--- src/rtl/counter_cmd_pkg.sv ---
// Shared types and defaults for the counter command stage.
package counter_cmd_pkg;

  localparam int unsigned DEFAULT_DEBOUNCE_CYCLES = 16;
  localparam int unsigned DEFAULT_REPEAT_CYCLES   = 64;

  // Command FSM states
  typedef enum logic [1:0] {
    IDLE  = 2'd0,
    ISSUE = 2'd1,
    HOLD  = 2'd2
  } state_e;

  // Which button owns the current command
  typedef enum logic [1:0] {
    CMD_NONE = 2'd0,
    CMD_LOAD = 2'd1,
    CMD_UP   = 2'd2,
    CMD_DOWN = 2'd3
  } cmd_e;

  // True when issuing cmd would push the counter past a limit
  function automatic logic limit_hit(cmd_e cmd, logic high, logic low);
    return ((cmd == CMD_UP) && high) || ((cmd == CMD_DOWN) && low);
  endfunction

endpackage

--- src/rtl/btn_debounce.sv ---
// Push-button front end: 2-FF synchroniser, debounce counter, press detect.
// The stable level flips only after the synced input has differed from it
// for DEBOUNCE_CYCLES consecutive cycles; o_press pulses on a 0->1 flip.
module btn_debounce
  import counter_cmd_pkg::*;
#(
  parameter int unsigned DEBOUNCE_CYCLES = DEFAULT_DEBOUNCE_CYCLES
) (
  input  logic i_clk,
  input  logic i_rst,
  input  logic i_raw,
  output logic o_level,
  output logic o_press
);

  localparam int unsigned CNT_W = $clog2(DEBOUNCE_CYCLES);
  localparam logic [CNT_W-1:0] CNT_MAX = CNT_W'(DEBOUNCE_CYCLES - 1);

  logic             sync1_q, sync2_q;
  logic [CNT_W-1:0] cnt_q;
  logic             level_q;
  logic             press_q;

  // Synchronise, count disagreement with the stable level, flip when it persists
  always_ff @(posedge i_clk) begin
    if (i_rst) begin
      sync1_q <= 1'b0;
      sync2_q <= 1'b0;
      cnt_q   <= '0;
      level_q <= 1'b0;
      press_q <= 1'b0;
    end else begin
      sync1_q <= i_raw;
      sync2_q <= sync1_q;
      press_q <= 1'b0;
      if (sync2_q == level_q) begin
        cnt_q <= '0;
      end else if (cnt_q == CNT_MAX) begin
        level_q <= sync2_q;
        cnt_q   <= '0;
        press_q <= sync2_q;
      end else begin
        cnt_q <= cnt_q + 1'b1;
      end
    end
  end

  assign o_level = level_q;
  assign o_press = press_q;

endmodule

--- src/rtl/counter_cmd_ctrl.sv ---
// Command stage for the up/down counter: debounces load/up/down buttons,
// arbitrates simultaneous presses, blocks commands at the counter limits and
// emits one-cycle, mutually exclusive command pulses.
// Optional feature: define CNT_AUTO_REPEAT_EN to re-issue up/down every
// REPEAT_CYCLES cycles while the button stays held.
module counter_cmd_ctrl
  import counter_cmd_pkg::*;
#(
  parameter int unsigned DATA_WIDTH      = 5,
  parameter int unsigned DEBOUNCE_CYCLES = DEFAULT_DEBOUNCE_CYCLES,
  parameter int unsigned REPEAT_CYCLES   = DEFAULT_REPEAT_CYCLES
) (
  input  logic                  i_clk,
  input  logic                  i_rst,
  input  logic                  i_btn_load,
  input  logic                  i_btn_up,
  input  logic                  i_btn_down,
  input  logic [DATA_WIDTH-1:0] i_value,
  input  logic                  i_high,
  input  logic                  i_low,
  output logic [DATA_WIDTH-1:0] o_in,
  output logic                  o_load,
  output logic                  o_up,
  output logic                  o_down,
  output logic                  o_blocked
);

`ifdef CNT_AUTO_REPEAT_EN
  localparam bit AUTO_REPEAT = 1'b1;
`else
  localparam bit AUTO_REPEAT = 1'b0;
`endif

  localparam logic [1:0] ST_IDLE  = IDLE;
  localparam logic [1:0] ST_ISSUE = ISSUE;
  localparam logic [1:0] ST_HOLD  = HOLD;

  localparam int unsigned REP_W = $clog2(REPEAT_CYCLES);
  localparam logic [REP_W-1:0] REP_MAX = REP_W'(REPEAT_CYCLES - 1);

  logic lvl_load, lvl_up, lvl_down;
  logic prs_load, prs_up, prs_down;

  btn_debounce #(.DEBOUNCE_CYCLES(DEBOUNCE_CYCLES)) u_load (
    .i_clk  (i_clk),
    .i_rst  (i_rst),
    .i_raw  (i_btn_load),
    .o_level(lvl_load),
    .o_press(prs_load)
  );

  btn_debounce #(.DEBOUNCE_CYCLES(DEBOUNCE_CYCLES)) u_up (
    .i_clk  (i_clk),
    .i_rst  (i_rst),
    .i_raw  (i_btn_up),
    .o_level(lvl_up),
    .o_press(prs_up)
  );

  btn_debounce #(.DEBOUNCE_CYCLES(DEBOUNCE_CYCLES)) u_down (
    .i_clk  (i_clk),
    .i_rst  (i_rst),
    .i_raw  (i_btn_down),
    .o_level(lvl_down),
    .o_press(prs_down)
  );

  logic [1:0]            state_q, state_d;
  cmd_e                  sel_q, sel_d;
  logic [REP_W-1:0]      rep_q, rep_d;
  logic [DATA_WIDTH-1:0] in_q, in_d;
  logic                  load_q, load_d, up_q, up_d, down_q, down_d, blk_q, blk_d;

  cmd_e req_sel;
  cmd_e issue_sel;
  logic do_issue;
  logic held;

  // Arbitrate same-cycle presses: load wins; up+down together is a conflict (CMD_NONE)
  always_comb begin
    req_sel = CMD_NONE;
    if (prs_load)                req_sel = CMD_LOAD;
    else if (prs_up && prs_down) req_sel = CMD_NONE;
    else if (prs_up)             req_sel = CMD_UP;
    else if (prs_down)           req_sel = CMD_DOWN;
  end

  // Stable level of whichever button owns the command in flight
  always_comb begin
    held = 1'b0;
    unique case (sel_q)
      CMD_LOAD: held = lvl_load;
      CMD_UP:   held = lvl_up;
      CMD_DOWN: held = lvl_down;
      CMD_NONE: held = lvl_up | lvl_down;
    endcase
  end

  // FSM next state, pulse generation, limit blocking and repeat timing
  always_comb begin
    state_d   = state_q;
    sel_d     = sel_q;
    rep_d     = rep_q;
    in_d      = in_q;
    load_d    = 1'b0;
    up_d      = 1'b0;
    down_d    = 1'b0;
    blk_d     = 1'b0;
    do_issue  = 1'b0;
    issue_sel = CMD_NONE;

    case (state_q)
      ST_IDLE: begin
        if (prs_load || prs_up || prs_down) begin
          state_d   = ST_ISSUE;
          sel_d     = req_sel;
          do_issue  = 1'b1;
          issue_sel = req_sel;
        end
      end
      ST_ISSUE: state_d = ST_HOLD;
      ST_HOLD: begin
        // Release takes priority over a coincident repeat tick
        if (!held) begin
          state_d = ST_IDLE;
        end else if (AUTO_REPEAT && (sel_q == CMD_UP || sel_q == CMD_DOWN) &&
                     rep_q == REP_MAX) begin
          do_issue  = 1'b1;
          issue_sel = sel_q;
        end
      end
      default: state_d = ST_IDLE;
    endcase

    if (do_issue) begin
      if (issue_sel == CMD_LOAD) begin
        load_d = 1'b1;
        in_d   = i_value;
      end else if (issue_sel == CMD_NONE || limit_hit(issue_sel, i_high, i_low)) begin
        blk_d = 1'b1;
      end else if (issue_sel == CMD_UP) begin
        up_d = 1'b1;
      end else begin
        down_d = 1'b1;
      end
    end

    // Repeat phase is measured from the most recent pulse
    if (do_issue) begin
      rep_d = '0;
    end else if (AUTO_REPEAT && state_q != ST_IDLE) begin
      rep_d = rep_q + 1'b1;
    end
  end

  // State and registered outputs; reset discards anything pending
  always_ff @(posedge i_clk) begin
    if (i_rst) begin
      state_q <= ST_IDLE;
      sel_q   <= CMD_NONE;
      rep_q   <= '0;
      in_q    <= '0;
      load_q  <= 1'b0;
      up_q    <= 1'b0;
      down_q  <= 1'b0;
      blk_q   <= 1'b0;
    end else begin
      state_q <= state_d;
      sel_q   <= sel_d;
      rep_q   <= rep_d;
      in_q    <= in_d;
      load_q  <= load_d;
      up_q    <= up_d;
      down_q  <= down_d;
      blk_q   <= blk_d;
    end
  end

  assign o_in      = in_q;
  assign o_load    = load_q;
  assign o_up      = up_q;
  assign o_down    = down_q;
  assign o_blocked = blk_q;

endmodule

--- config.mk ---
export PLATFORM = sky130hd
export DESIGN_NAME = counter_cmd_ctrl
export DESIGN_NICKNAME = d
export VERILOG_FILES = /design/src/rtl/counter_cmd_pkg.sv /design/src/rtl/btn_debounce.sv /design/src/rtl/counter_cmd_ctrl.sv
export SDC_FILE = /design/constraint.sdc
export NUM_CORES = 1
export LEC_CHECK = 0
export CAP_MARGIN = 10
export CELL_PAD_IN_SITES_DETAIL_PLACEMENT = 2
export CELL_PAD_IN_SITES_GLOBAL_PLACEMENT = 2
export CORE_MARGIN = 2
export CORE_UTILIZATION = 30
export DETAILED_ROUTE_END_ITERATION = 10
export PLACE_DENSITY_LB_ADDON = 0.12
export SYNTH_ARGS = -nofsm -noshare
export SYNTH_HDL_FRONTEND = slang
export SYNTH_SLANG_ARGS = --single-unit
--- constraint.sdc ---
create_clock -name i_clk -period 1.55 [get_ports i_clk]
set_clock_uncertainty 0.1 [all_clocks]
set_input_delay 0.2325 -clock i_clk [delete_from_list [all_inputs] [get_ports i_clk]]
set_output_delay 0.2325 -clock i_clk [all_outputs]
set_load 0.005 [all_outputs]
# Yosys cells after proc, flatten, opt, wreduce, memory -nomap -nowiden
# Cells that the tools add are included.
dict set report totals {
  regBits 37
  in_bits 12
  out_inout_bits 9
  elab_cells 90
}
dict set report op_classes {
  addsub 3
  n_eq_ne 16
  n_mux 16
  bitwise 8
  n_reduce_logical 25
}
# op count
set op_table {}
lappend op_table {{$reduce_or 3->1} 7}
lappend op_table {{$mux 2} 8}
lappend op_table {{$add 4x1->4 const B} 3}
lappend op_table {{$eq 4x4->1 const B} 3}
lappend op_table {{$reduce_and 2->1} 6}
lappend op_table {{$eq 2x2->1 const B} 5}
lappend op_table {{$not 1->1} 7}
lappend op_table {{$eq 2x1->1 const B} 3}
lappend op_table {{$logic_not 2->1} 3}
lappend op_table {{$mux 1} 6}
lappend op_table {{$pmux 2 s3} 1}
lappend op_table {{$logic_or 1x1->1} 4}
lappend op_table {{$ne 2x2->1 const B} 2}
lappend op_table {{$pmux 1 s4} 1}
lappend op_table {{$reduce_or 4->1} 1}
lappend op_table {{$eq 1x1->1} 3}
lappend op_table {{$logic_and 1x1->1} 3}
lappend op_table {{$reduce_or 2->1} 1}
lappend op_table {{$or 1x1->1} 1}

# Depth between registers and ports, before layout
dict set report logic_depth {
  word_depth 11
  ltp_mapped 5
  mapped_depth_nobuf 5
}

# Modules after synthesis
# From an unflattened synthesis, not the netlist that was laid out.
dict set report hier_totals {
  cells_unflattened 133
  hier_area_um2 1411.4
}
# module n_inst cells_each area_each_um2 seq_area_each_um2
set modules_own_cells {}
lappend modules_own_cells {btn_debounce 3 25 281.5 160.2}
lappend modules_own_cells {counter_cmd_ctrl 1 58 566.8 260.2}

# Worst setup path after synthesis
# OpenSTA, ideal clock, no wires.
dict set report synth_path {
  path_kind {register to register}
  start {register u_up.press_q, in the netlist u_up.o_press}
  end {register sel_q[1]}
  setup_ns 0.071
  arrival_ns 1.312
  required_time_ns 1.379
  slack_ns 0.067
  stages_incl_launch_ff 5
  n_path_buf 0
  period_less_slack_ns 1.483
  path_cell_list {dfxtp_1 inv_1 ha_1 or4_1 a21oi_1}
}
dict set report synth_via {
  elab_chain_len 3
  word_cells_on_any_way 7
  classes_between {3 x mux; 4 x reduce/logical}
}
# element line_no
set synth_rtl {}
lappend synth_rtl {{start: declaration} btn_debounce.sv:22} ;# logic press_q;
lappend synth_rtl {{start signal: assignment} btn_debounce.sv:41} ;# press_q <= sync2_q;
lappend synth_rtl {{$mux 2, or another cell as far along} counter_cmd_ctrl.sv:84} ;# else if (prs_up) req_sel = CMD_UP;
lappend synth_rtl {{$mux 2 / $logic_or 1x1->1 (equally long branches)} {counter_cmd_ctrl.sv:83, counter_cmd_ctrl.sv:114}}
lappend synth_rtl {{$mux 2 / $reduce_and 2->1 (equally long branches)} --}
lappend synth_rtl {{end signal: assignment} counter_cmd_ctrl.sv:169} ;# sel_q <= sel_d;
lappend synth_rtl {{end: declaration} counter_cmd_ctrl.sv:69} ;# cmd_e sel_q, sel_d;
# Parallel ways exist; a longest one is shown, timed or not.
# A chain may end at the register's enable or synchronous reset.

# Final worst setup path
# Same ends and word-level chain as after synthesis.

==> run metrics <==
synth unique cells 31; GR peak layer met2; first-pass GRT wire length 5140 um; Synth Cell Area approximately 0.0014 mm2; clock buffer depth 2; Power Density about 930 mW/mm2; clk sinks 37; DRT iter0 DRCs 21; TritonCTS clock tree done; grt met1 use 0.1352; final WL 2996 um; fin nets roughly 180; register bit total from synthesis 37; switch share 0.2014; Rel. slew slack 0.6731; antenna fix cells 0; Tmin final approximately 1.5 ns; measured slew at the worst slew-check pin about 0.49 ns; clock-pin slew on the worst setup and hold paths about 0.070 ns; clock root buffer clkbuf_8; post-DP HPWL around 2200 um; CP startpoint kind register; top post-synthesis cells by count dfxtp_1 (37), nor2_1 (15), nand2b_1 (11); synth warn 0; share of flip-flops with an asynchronous set or reset 0; total die area between 0.005 and 0.006 mm2; via count around 1000; Vias/cell between 4 and 5; Fin Setup TNS 0 ns; Area Overhead vs Synth 28.65%; final hold vios 0; GPL Wtd Cong about 0.70; Hold WC Path Type register to register; antenna viol nets, final 0; WP data arrival roughly 1.6 ns; Crit path required time ~1.7 ns; Pre-antenna DRT Iters 4; Max Clk Rate approximately 680 MHz; Fillers ~460; Mapped Cells 137; Max H-tree Level 2; port buffer count 20; Total Routing Usage GR 0.1309; Post-synth EDFFs 0; Max rail drop VDD 0.4707 mV; starting density of the core 0.3184; Critical Path End Type register; top-area cell type share of the netlist area 0.5234; met3 usage 0.03729; Vert. Die Dim roughly 73 um; max cap viols 0; layout cells sized above 1 0.1205; ys flop type dfxtp_1; cell with the most instances after synthesis dfxtp_1; sequential fraction of the synthesis area 0.5234; Comb power frac 0.040; Setup Viol. Count Final 0; Core ar. roughly 0.0044 mm2; largest net degree at the start of global routing 29; sequential share of power 0.569; drt wl/cell 13.74 um; syn avg cell area slightly above 10 um2; Util after Layout 0.4096; switching pwr about 0.00034 W; Die Width just over 70 um; DRC Markers 0; Leak Pwr 0.7317 nW; CP max FO 3; clock network fraction of total power 0.391; crit share post-route 0.9490; Rows 24; global route overflow 0; leading area contributor after synthesis dfxtp_1; synth top area cells dfxtp_1 (52%), mux2i_1 (5.7%), xor2_1 (5.6%), nand2b_1 (4.9%), nor2_1 (4.0%); antenna violations before repair 0; Hold-fix buffers, CTS 0; vias in the first global route roughly 1100; internal power 0.001356 W; Skew-Pair Late Insertion Delay 0.28 ns; met2 global-route usage 0.2384; WS Path Type register to register; CTS buffer count 5; I/O pins 21; Post-Syn Nets approximately 150; status completed; RSZ-0062 raised after global routing false; max-slew violation count 0
power by group through the flow:
stage          registers [W]   logic, W  clock network [W]
2_1_floorplan       0.000986  0.0000294                  0
3_3_place_gp        0.000986  0.0000658                  0
3_5_place_dp        0.000987  0.0000692                  0
4_1_cts             0.000965  0.0000702           0.000704
5_1_grt             0.000966  0.0000766           0.000754
6_report            0.000965  0.0000685           0.000664
path summary, 6_finish.rpt:
path                              startpoint      endpoint  slack [ns]  cells past startpoint
worst max-delay path            u_up.o_press      sel_q[1]        0.08                      4
worst min register to register  u_up.sync1_q  u_up.sync2_q        0.35                      1
worst max register to register  u_up.o_press      sel_q[1]        0.08                      4
worst min-delay path            u_up.sync1_q  u_up.sync2_q        0.35                      1
cell families after synthesis:
group	after synthesis	synth area share
AND/OR/NAND/NOR	61	0.2644
flip-flops	37	0.5234
buffers and inverters	10	0.02740
XOR/XNOR	9	0.05571
AO/OA/AOI/OAI	8	0.03713
multiplexers	8	0.05659
adder cells (fa/ha/maj)	4	0.03537
area by class of cell:
type	count	area (um2)	share of cell area
clock buffer	7	86.33	0.04742
inverter	6	22.52	0.01237
multi-input combinational	90	655.6	0.3601
sequential	37	742.0	0.4076
tap	52	65.06	0.03574
timing repair buffer	26	249.0	0.1368
timing repair:
item	4_1_cts	5_1_grt
gates resized for setup	3	3
buffers inserted	2	0
endpoints found under the setup margin	6	6
pin swaps	1	1
critical path, stage by stage, from the launching register on:
cell	delay [ns]
dfxtp_2	0.33
inv_1	0.06
ha_4	0.25
or4_4	0.54
a21oi_1	0.13
per-stage QoR:
stage	setup WS (ns)	total power, W	hold WS (ns)	instance area, um2	instances
global route	0.02225	0.001796	0.3625	1821	218
finish	0.07911	0.001698	0.3473	1821	218
detailed placement	-0.02944	0.001056	0.3372	1694	209
CTS	0.02830	0.001739	0.3542	1815	218
global placement	0.007600	0.001052	0.3211	1694	209
floorplan	0.06710	0.001015	0.2377	1415	137
per-layer routing:
metal,share of wire,vias up
li1,-,520
met1,0.42,483
met2,0.53,14
met3,0.028,8
met4,0.024,0
met5,0,-
placed cells by master, fill, tap and decap left out, types with 5 or more instances in the layout:
cell and count:
nor2b_1 6, nand2b_1 11, xor2_1 9, clkdlybuf4s50_1 20, mux2i_1 8, nor2_1 15, buf_4 5, inv_1 6
clkbuf_8 6, nand3_1 6, dfxtp_1 36
registers in the layout (all words and copies together) (netlist names):
| name | cells |
|---|---|
| o_in | 5 |
| u_down.cnt_q | 4 |
| u_load.cnt_q | 4 |
| u_up.cnt_q | 4 |
| sel_q | 2 |
| state_q | 2 |
| o_blocked | 1 |
| o_down | 1 |
| o_load | 1 |
| o_up | 1 |
| u_down.o_level | 1 |
| u_down.o_press | 1 |
| u_down.sync1_q | 1 |
| u_down.sync2_q | 1 |
| u_load.o_level | 1 |
| u_load.o_press | 1 |
| u_load.sync1_q | 1 |
| u_load.sync2_q | 1 |
| u_up.o_level | 1 |
| u_up.o_press | 1 |
| u_up.sync1_q | 1 |
| u_up.sync2_q | 1 |
Power figures use the tool's default switching activity.
